$ cat src/rtl/axi_write_slave.sv
// -----------------------------------------------------------------------------
// axi_write_slave
//
// AXI4 write-channel slave responder. Accepts one burst at a time on AW/W,
// writes beats into a small 64-bit word memory under byte strobes, checks
// burst legality and WLAST placement, and answers on B with OKAY or SLVERR.
// A combinational side read port exposes memory contents for debug.
//
// Ports:
//   clk, rst                 clock (rising edge), async active-high reset
//   axi_aw*                  write address channel (awready is registered)
//   axi_w*                   write data channel (wready is registered)
//   axi_b*                   write response channel (bvalid/bresp registered)
//   rd_idx / rd_data         debug read: rd_data = mem[rd_idx], combinational
// -----------------------------------------------------------------------------
module axi_write_slave #(
  parameter int AW    = 32,
  parameter int DW    = 64,
  parameter int DEPTH = 16,
  parameter int IW    = $clog2(DEPTH)
) (
  input  logic            clk,
  input  logic            rst,
  input  logic [AW-1:0]   axi_awaddr,
  input  logic [7:0]      axi_awlen,
  input  logic [2:0]      axi_awsize,
  input  logic [1:0]      axi_awburst,
  input  logic            axi_awvalid,
  output logic            axi_awready,
  input  logic [DW-1:0]   axi_wdata,
  input  logic [DW/8-1:0] axi_wstrb,
  input  logic            axi_wlast,
  input  logic            axi_wvalid,
  output logic            axi_wready,
  output logic [1:0]      axi_bresp,
  output logic            axi_bvalid,
  input  logic            axi_bready,
  input  logic [IW-1:0]   rd_idx,
  output logic [DW-1:0]   rd_data
);

  typedef enum logic [1:0] {S_IDLE, S_DATA, S_RESP} state_t;

  localparam logic [1:0] BURST_INCR = 2'b01;
  localparam logic [1:0] RESP_OKAY  = 2'b00;
  localparam logic [1:0] RESP_SLV   = 2'b10;

  state_t        state;
  logic [IW-1:0] idx;
  logic [7:0]    len;
  logic [7:0]    beat;
  logic [1:0]    burst;
  logic          err;

  logic [DW-1:0] mem [DEPTH];

  logic w_fire;
  logic last_beat;
  logic burst_end;
  logic err_end;
  logic mem_we;

  assign w_fire    = (state == S_DATA) && axi_wvalid && axi_wready;
  assign last_beat = (beat == len);
  // Burst ends on the counted last beat or on an early WLAST.
  assign burst_end = last_beat || axi_wlast;
  // The only clean ending is WLAST exactly on the counted last beat.
  assign err_end   = err || !(last_beat && axi_wlast);
  assign mem_we    = w_fire && !err;

  // Only the word-index bits of the address are meaningful.
  logic unused_addr;
  assign unused_addr = ^{axi_awaddr[AW-1:3+IW], axi_awaddr[2:0]};

  assign rd_data = mem[rd_idx];

  // NOTE: sequential state uses non-blocking assignments so every register
  // samples pre-edge values, regardless of statement order.
  always_ff @(posedge clk or posedge rst) begin
    if (rst) begin
      state       <= S_IDLE;
      axi_awready <= 1'b0;
      axi_wready  <= 1'b0;
      axi_bvalid  <= 1'b0;
      axi_bresp   <= RESP_OKAY;
      idx         <= '0;
      len         <= '0;
      beat        <= '0;
      burst       <= '0;
      err         <= 1'b0;
    end else begin
      case (state)
        S_IDLE: begin
          if (axi_awvalid && axi_awready) begin
            idx         <= axi_awaddr[3+IW-1:3];
            len         <= axi_awlen;
            burst       <= axi_awburst;
            // Only 8-byte beats and FIXED/INCR bursts are supported.
            err         <= (axi_awsize != 3'd3) || axi_awburst[1];
            beat        <= '0;
            axi_awready <= 1'b0;
            axi_wready  <= 1'b1;
            state       <= S_DATA;
          end else begin
            axi_awready <= 1'b1;
          end
        end

        S_DATA: begin
          if (w_fire) begin
            if (burst == BURST_INCR) idx <= idx + 1'b1;  // wraps at DEPTH
            beat <= beat + 8'd1;
            if (burst_end) begin
              err        <= err_end;
              axi_wready <= 1'b0;
              axi_bvalid <= 1'b1;
              axi_bresp  <= err_end ? RESP_SLV : RESP_OKAY;
              state      <= S_RESP;
            end
          end
        end

        S_RESP: begin
          if (axi_bready) begin
            axi_bvalid <= 1'b0;
            state      <= S_IDLE;
          end
        end

        default: state <= S_IDLE;
      endcase
    end
  end

  // NOTE: the memory is reset explicitly because the bench relies on every
  // word reading back as zero after reset; this forces flops, not a RAM macro.
  always_ff @(posedge clk or posedge rst) begin
    if (rst) begin
      for (int i = 0; i < DEPTH; i++) mem[i] <= '0;
    end else if (mem_we) begin
      for (int b = 0; b < DW/8; b++) begin
        if (axi_wstrb[b]) mem[idx][8*b +: 8] <= axi_wdata[8*b +: 8];
      end
    end
  end

endmodule

$ cat config.mk
export PLATFORM = sky130hd
export DESIGN_NAME = axi_write_slave
export DESIGN_NICKNAME = d
export VERILOG_FILES = /design/src/rtl/axi_write_slave.sv
export SDC_FILE = /design/constraint.sdc
export NUM_CORES = 2
export LEC_CHECK = 0
export ABC_CLOCK_PERIOD_IN_PS = 43200
export BUFFER_PORTS_ARGS = -buffer_cell sky130_fd_sc_hd__buf_2
export CORE_AREA = 10 10 452 454
export CTS_BUF_LIST = sky130_fd_sc_hd__clkbuf_2
export CTS_CLUSTER_DIAMETER = 60
export DETAILED_ROUTE_END_ITERATION = 10
export DIE_AREA = 0 0 462 464
export HOLD_SLACK_MARGIN = 0.02
export PLACE_DENSITY = 0.4
export SYNTH_ARGS = -nofsm -noshare
export SYNTH_HDL_FRONTEND = slang
export SYNTH_SLANG_ARGS = --single-unit
$ cat constraint.sdc
create_clock -name clk -period 43.2 [get_ports clk]
set_input_delay 8.64 -clock clk [delete_from_list [all_inputs] [get_ports clk]]
set_output_delay 8.64 -clock clk [all_outputs]
set_load 0.01 [all_outputs]
# --- After elaboration in Yosys (flattened, before gate mapping) ---
# Cells that the tools add are included.
totals:
  ff_bits: 1054
  out_inout_bits: 69
  word_cells: 132
  in_bits: 127
classes:
  eq_ne: 10
  add_sub_neg: 2
  mux: 68
  magnitude_cmp: 3
  bitwise: 2
  n_reduce_logical: 21
op_table:
  columns: ["op", "count"]
  rows:
  - ["$mux 1024", 15]
  - ["$bwmux 1024", 8]
  - ["$demux 64 s4", 8]
  - ["$bmux 64 s4", 1]
  - ["$mux 64", 3]
  - ["$mux 56", 1]
  - ["$mux 48", 1]
  - ["$mux 40", 1]
  - ["$mux 32", 1]
  - ["$mux 24", 1]
  - ["$mux 8", 3]
  - ["$mux 16", 1]
  - ["$pmux 8 s2", 1]
  - ["$reduce_and 4->1", 4]
  - ["$mux 4", 3]
  - ["$ge 5x5->1 const B", 2]
  - ["$mux 1", 10]
  - ["$mux 2", 5]
  - ["$not 4->5", 2]
  - ["$add 8x1->8 const B", 1]
  - ["$eq 8x8->1", 1]
  - ["$ne 2x2->1 const B", 4]
  - ["$pmux 4 s2", 1]
  - ["$logic_and 1x1->1", 6]
  - ["14 further kinds", 22]

# --- Longest topological paths before layout ---
logic_depth:
  ltp_word: 28
  ltp_mapped: 6
  ltp_nobuf: 5

# --- Worst setup path after synthesis ---
# Ideal clock, no wire load.
synth_timing:
  path_kind: "input to output"
  startpoint: "in rd_idx[0]"
  endpoint: "out rd_data[32]"
  path_slack_ns: 24.185
  required_ns: 34.560
  path_buffers: 3
  cell_stages: 5
  t_arrival_ns: 10.375
  path_cell_list: "clkbuf_1 -> buf_2 -> buf_2 -> mux4_2 -> mux4_2"
synth_via:
  elab_chain_len: 4
synth_lines:
  columns: ["element", "line", "text"]
  rows:
  - ["from (decl)", "38", "input logic [IW-1:0] rd_idx,"]
  - ["$not 4->5 (not written as such)", "75", "assign rd_data = mem[rd_idx];"]
  - ["$bmux 64 s4", "75", null]
  - ["$mux 64 (not written as such) (2 in a row)", "75", null]
  - ["to (decl)", "39", "output logic [DW-1:0] rd_data"]
# No other way between the ends. The select of a mux whose other input is x is not followed.

# --- Final worst setup path ---
layout_timing:
  startpoint: "in rd_idx[1]"
  endpoint: "out rd_data[7]"
# Same word-level chain as after synthesis.

==> out/qor.txt <==
Setup CP Type = in2out
CP required = 34.56 ns
CP Launch Type = input port
Max cap viols = 0
Class of the worst hold path = reg2reg
GRT busiest layer = met2
H-tree depth = 5
Grt total ovfl = 0
Cells after Synth = 2805
Final hold violation count = 0
CTS tree = built
Async SR Flop Fraction = 100%
Post-CTS sizing = 0
Num rows = 162
Drt via density = 4.58
Syn. warnings = 0
Most used flip-flop cell after synthesis = dfrtp_1
Crit Reg-Reg Endpoint = mem[266]
R2r startpoint = state[1]
Initial antenna violation count = 22
Mean Syn Cell Area = 17.3 sq um
Final #Nets = 3302
Hold Path Stages = 1
Worst-Margin Slew = 1.14 ns
Met3 usage = 3.15%
Slew Limit Fails = 0
Routing usage on met2 = 22.3%
RSZ-0062 raised after global routing = no
Slowest CP cell = buf_4
Port buffer count = 166
Mapped Area = 48600 sq um
Drt pass-1 iters = 4
Max VDD drop = 26.3 uV
CP Max Fanout = 62
Total number of vias = 27047
Top delay family on crit path = buffers and inverters
Gr usage total = 13.2%
Post-Route WL = 142 mm
Largest cells by area after synthesis = dfrtp_1 54%, mux2_2 24%, mux4_2 15%, nor2_8 3.3%, clkbuf_1 0.73%
Reg clk slew, reported paths = 0.08 ns
Initial Util = 25.0%
R2R setup slack = 39.42 ns
GP Congestion = 0.735
Die width = 462 um
Area delta synth->final = 12.9%
Post-synthesis sequential area ratio = 54.3%
EDFF count, synth = 0
CTS Hold Bufs = 0
GR met1 Demand/Resource = 16.4%
Period utilisation layout = 48.3%
Routed len/inst = 24.0 um
Final setup viols = 0
Filler cell count = 19639
Remaining DRCs = 0
Post-synth top area share = 54.3%
Status = complete, no violations
Syn Nets = 2937
First-pass GRT wire length = 212 mm
Post-route ant nets = 0
Top Ports = 196
Most numerous cell in the Yosys netlist = dfrtp_1
DP HPWL = 88.5 mm
Root Driver = clkbuf_2
Inst Count DP = 5397
Clock Latency Late Sink = 1.69 ns
Final core area utilization = 28.2%
Leakage = 27.7 nW
Pre-CTS setup slack = 22.13 ns
Reg2reg path depth = 5
Netlist cell types = 39
Initial DRC Count = 1056
Worst Hold Endpoint = mem[117]
Min-delay src = mem[117]
Max Fclk = 47.9 MHz
CP max stage delay = 1.01 ns
Clock sinks = 1053
CORE AREA = 195000 sq um
Num CTS Buffers = 313
Worst path arrival time = 12.24 ns
Dominant cell type by area after synthesis = dfrtp_1
Final Skew = 0.141 ns
Post-CTS setup buffer count = 0
Clock Tree Buf Depth = 4
Yosys reg bits = 1053
Crit-path cells = buf_8 -> buf_4 -> buf_4 -> mux4_2 -> mux4_2 -> buf_2
Die Ht = 464 um
Power Dens Cells = 40.3 nW/um^2
Layout cell share with drive strength beyond 1 = 64.6%
CP Buf/Inv Count = 4
Pin count of the biggest net entering global routing = 182
Top cells by count, synth = 1053 x dfrtp_1, 1035 x mux2_2, 320 x mux4_2
Vias in the first global route = 31339
Fin worst setup slack = 22.32 ns
Die footprint = 214000 sq um
Sum Neg Setup Slack = 0 ns
Worst Setup End Kind = output pin
Min Tclk post-route = 20.88 ns
Final cell count without fillers = 5908
Slew margin rel. = 23.6%
==> cell type report <==
type / instances / area, sq um / area share (%)
sequential: 1053 / 26400 / 48.1
multi-input combinational: 1592 / 21500 / 39.2
tap: 2542 / 3180 / 5.80
clock buffer: 455 / 2280 / 4.16
timing repair buffer: 203 / 1170 / 2.14
clock inverter: 49 / 289 / 0.527
inverter: 7 / 33.8 / 0.0616
antenna: 7 / 17.5 / 0.0320
==> placed cells by master (no fill, tap or decap), types with 4 or more instances in the layout <==
| cell | count |
|---|---|
| buf_2 | 162 |
| buf_4 | 35 |
| bufinv_16 | 4 |
| clkbuf_2 | 455 |
| clkinv_1 | 42 |
| dfrtp_1 | 1053 |
| diode_2 | 7 |
| ha_1 | 5 |
| inv_1 | 6 |
| mux2_2 | 1035 |
| mux4_2 | 320 |
| nand2_1 | 9 |
| nand2_2 | 18 |
| nand3_1 | 8 |
| nand4_1 | 4 |
| nor2_1 | 12 |
| nor2_2 | 48 |
| nor2_8 | 80 |
| nor2b_1 | 4 |
| o21ai_0 | 9 |
| xnor2_1 | 9 |
| xor2_1 | 5 |
==> sequential cells by signal, indices dropped and copies added (netlist names) <==
signal	flops
axi_awready	1
axi_bresp	1
axi_bvalid	1
axi_wready	1
beat	8
burst	2
err	1
idx	4
len	8
mem	1024
state	2
==> metal layers <==
metal	vias up	wire, um
met3	293	6360
met1	14613	60600
li1	11490	-
met4	4	4690
met2	647	70100
met5	-	19
==> worst max-delay path by stage <==
stage	from	endpoint	slack [ns]	cells after the start
2_1_floorplan	rst	axi_awready	4.92	1
3_3_place_gp	rd_idx[0]	rd_data[2]	22.11	6
3_5_place_dp	rd_idx[0]	rd_data[2]	22.13	6
4_1_cts	rd_idx[0]	rd_data[2]	22.11	6
5_1_grt	rd_idx[0]	rd_data[41]	21.99	6
6_report	rd_idx[1]	rd_data[7]	22.32	6
==> cell families (layout without fill, tap and decap cells) <==
family	after synthesis	in the layout	synth area share, %
AOI/OAI and AO/OA	19	19	0.237
xor gates and xnor gates	14	14	0.253
adders and majority gates	5	5	0.129
buffers and inverters	160	714	1.53
DFF	1053	1053	54.3
muxes	1357	1357	38.9
other	1	8	0.00772
and+or+nand+nor	196	196	4.68
==> per-stage QoR <==
step	power [mW]	hold slack [ns]	cell area [sq um]
final	2.21	0.502	54800
after global routing	2.35	0.515	54800
after CTS	2.27	0.509	54800
after detailed placement	1.51	0.490	52200
after global placement	1.49	0.483	52200
after floorplan	1.39	0.475	48600
==> power by group <==
| group | leakage [nW] | switching (mW) | internal, mW |
|---|---|---|---|
| Combinational | 11.0 | 0.186 | 0.155 |
| Clock | 2.03 | 0.431 | 0.299 |
| Sequential | 14.6 | 0.0542 | 1.08 |
| Total | 27.7 | 0.671 | 1.54 |
No activity file was read; power rests on OpenSTA's default activity.
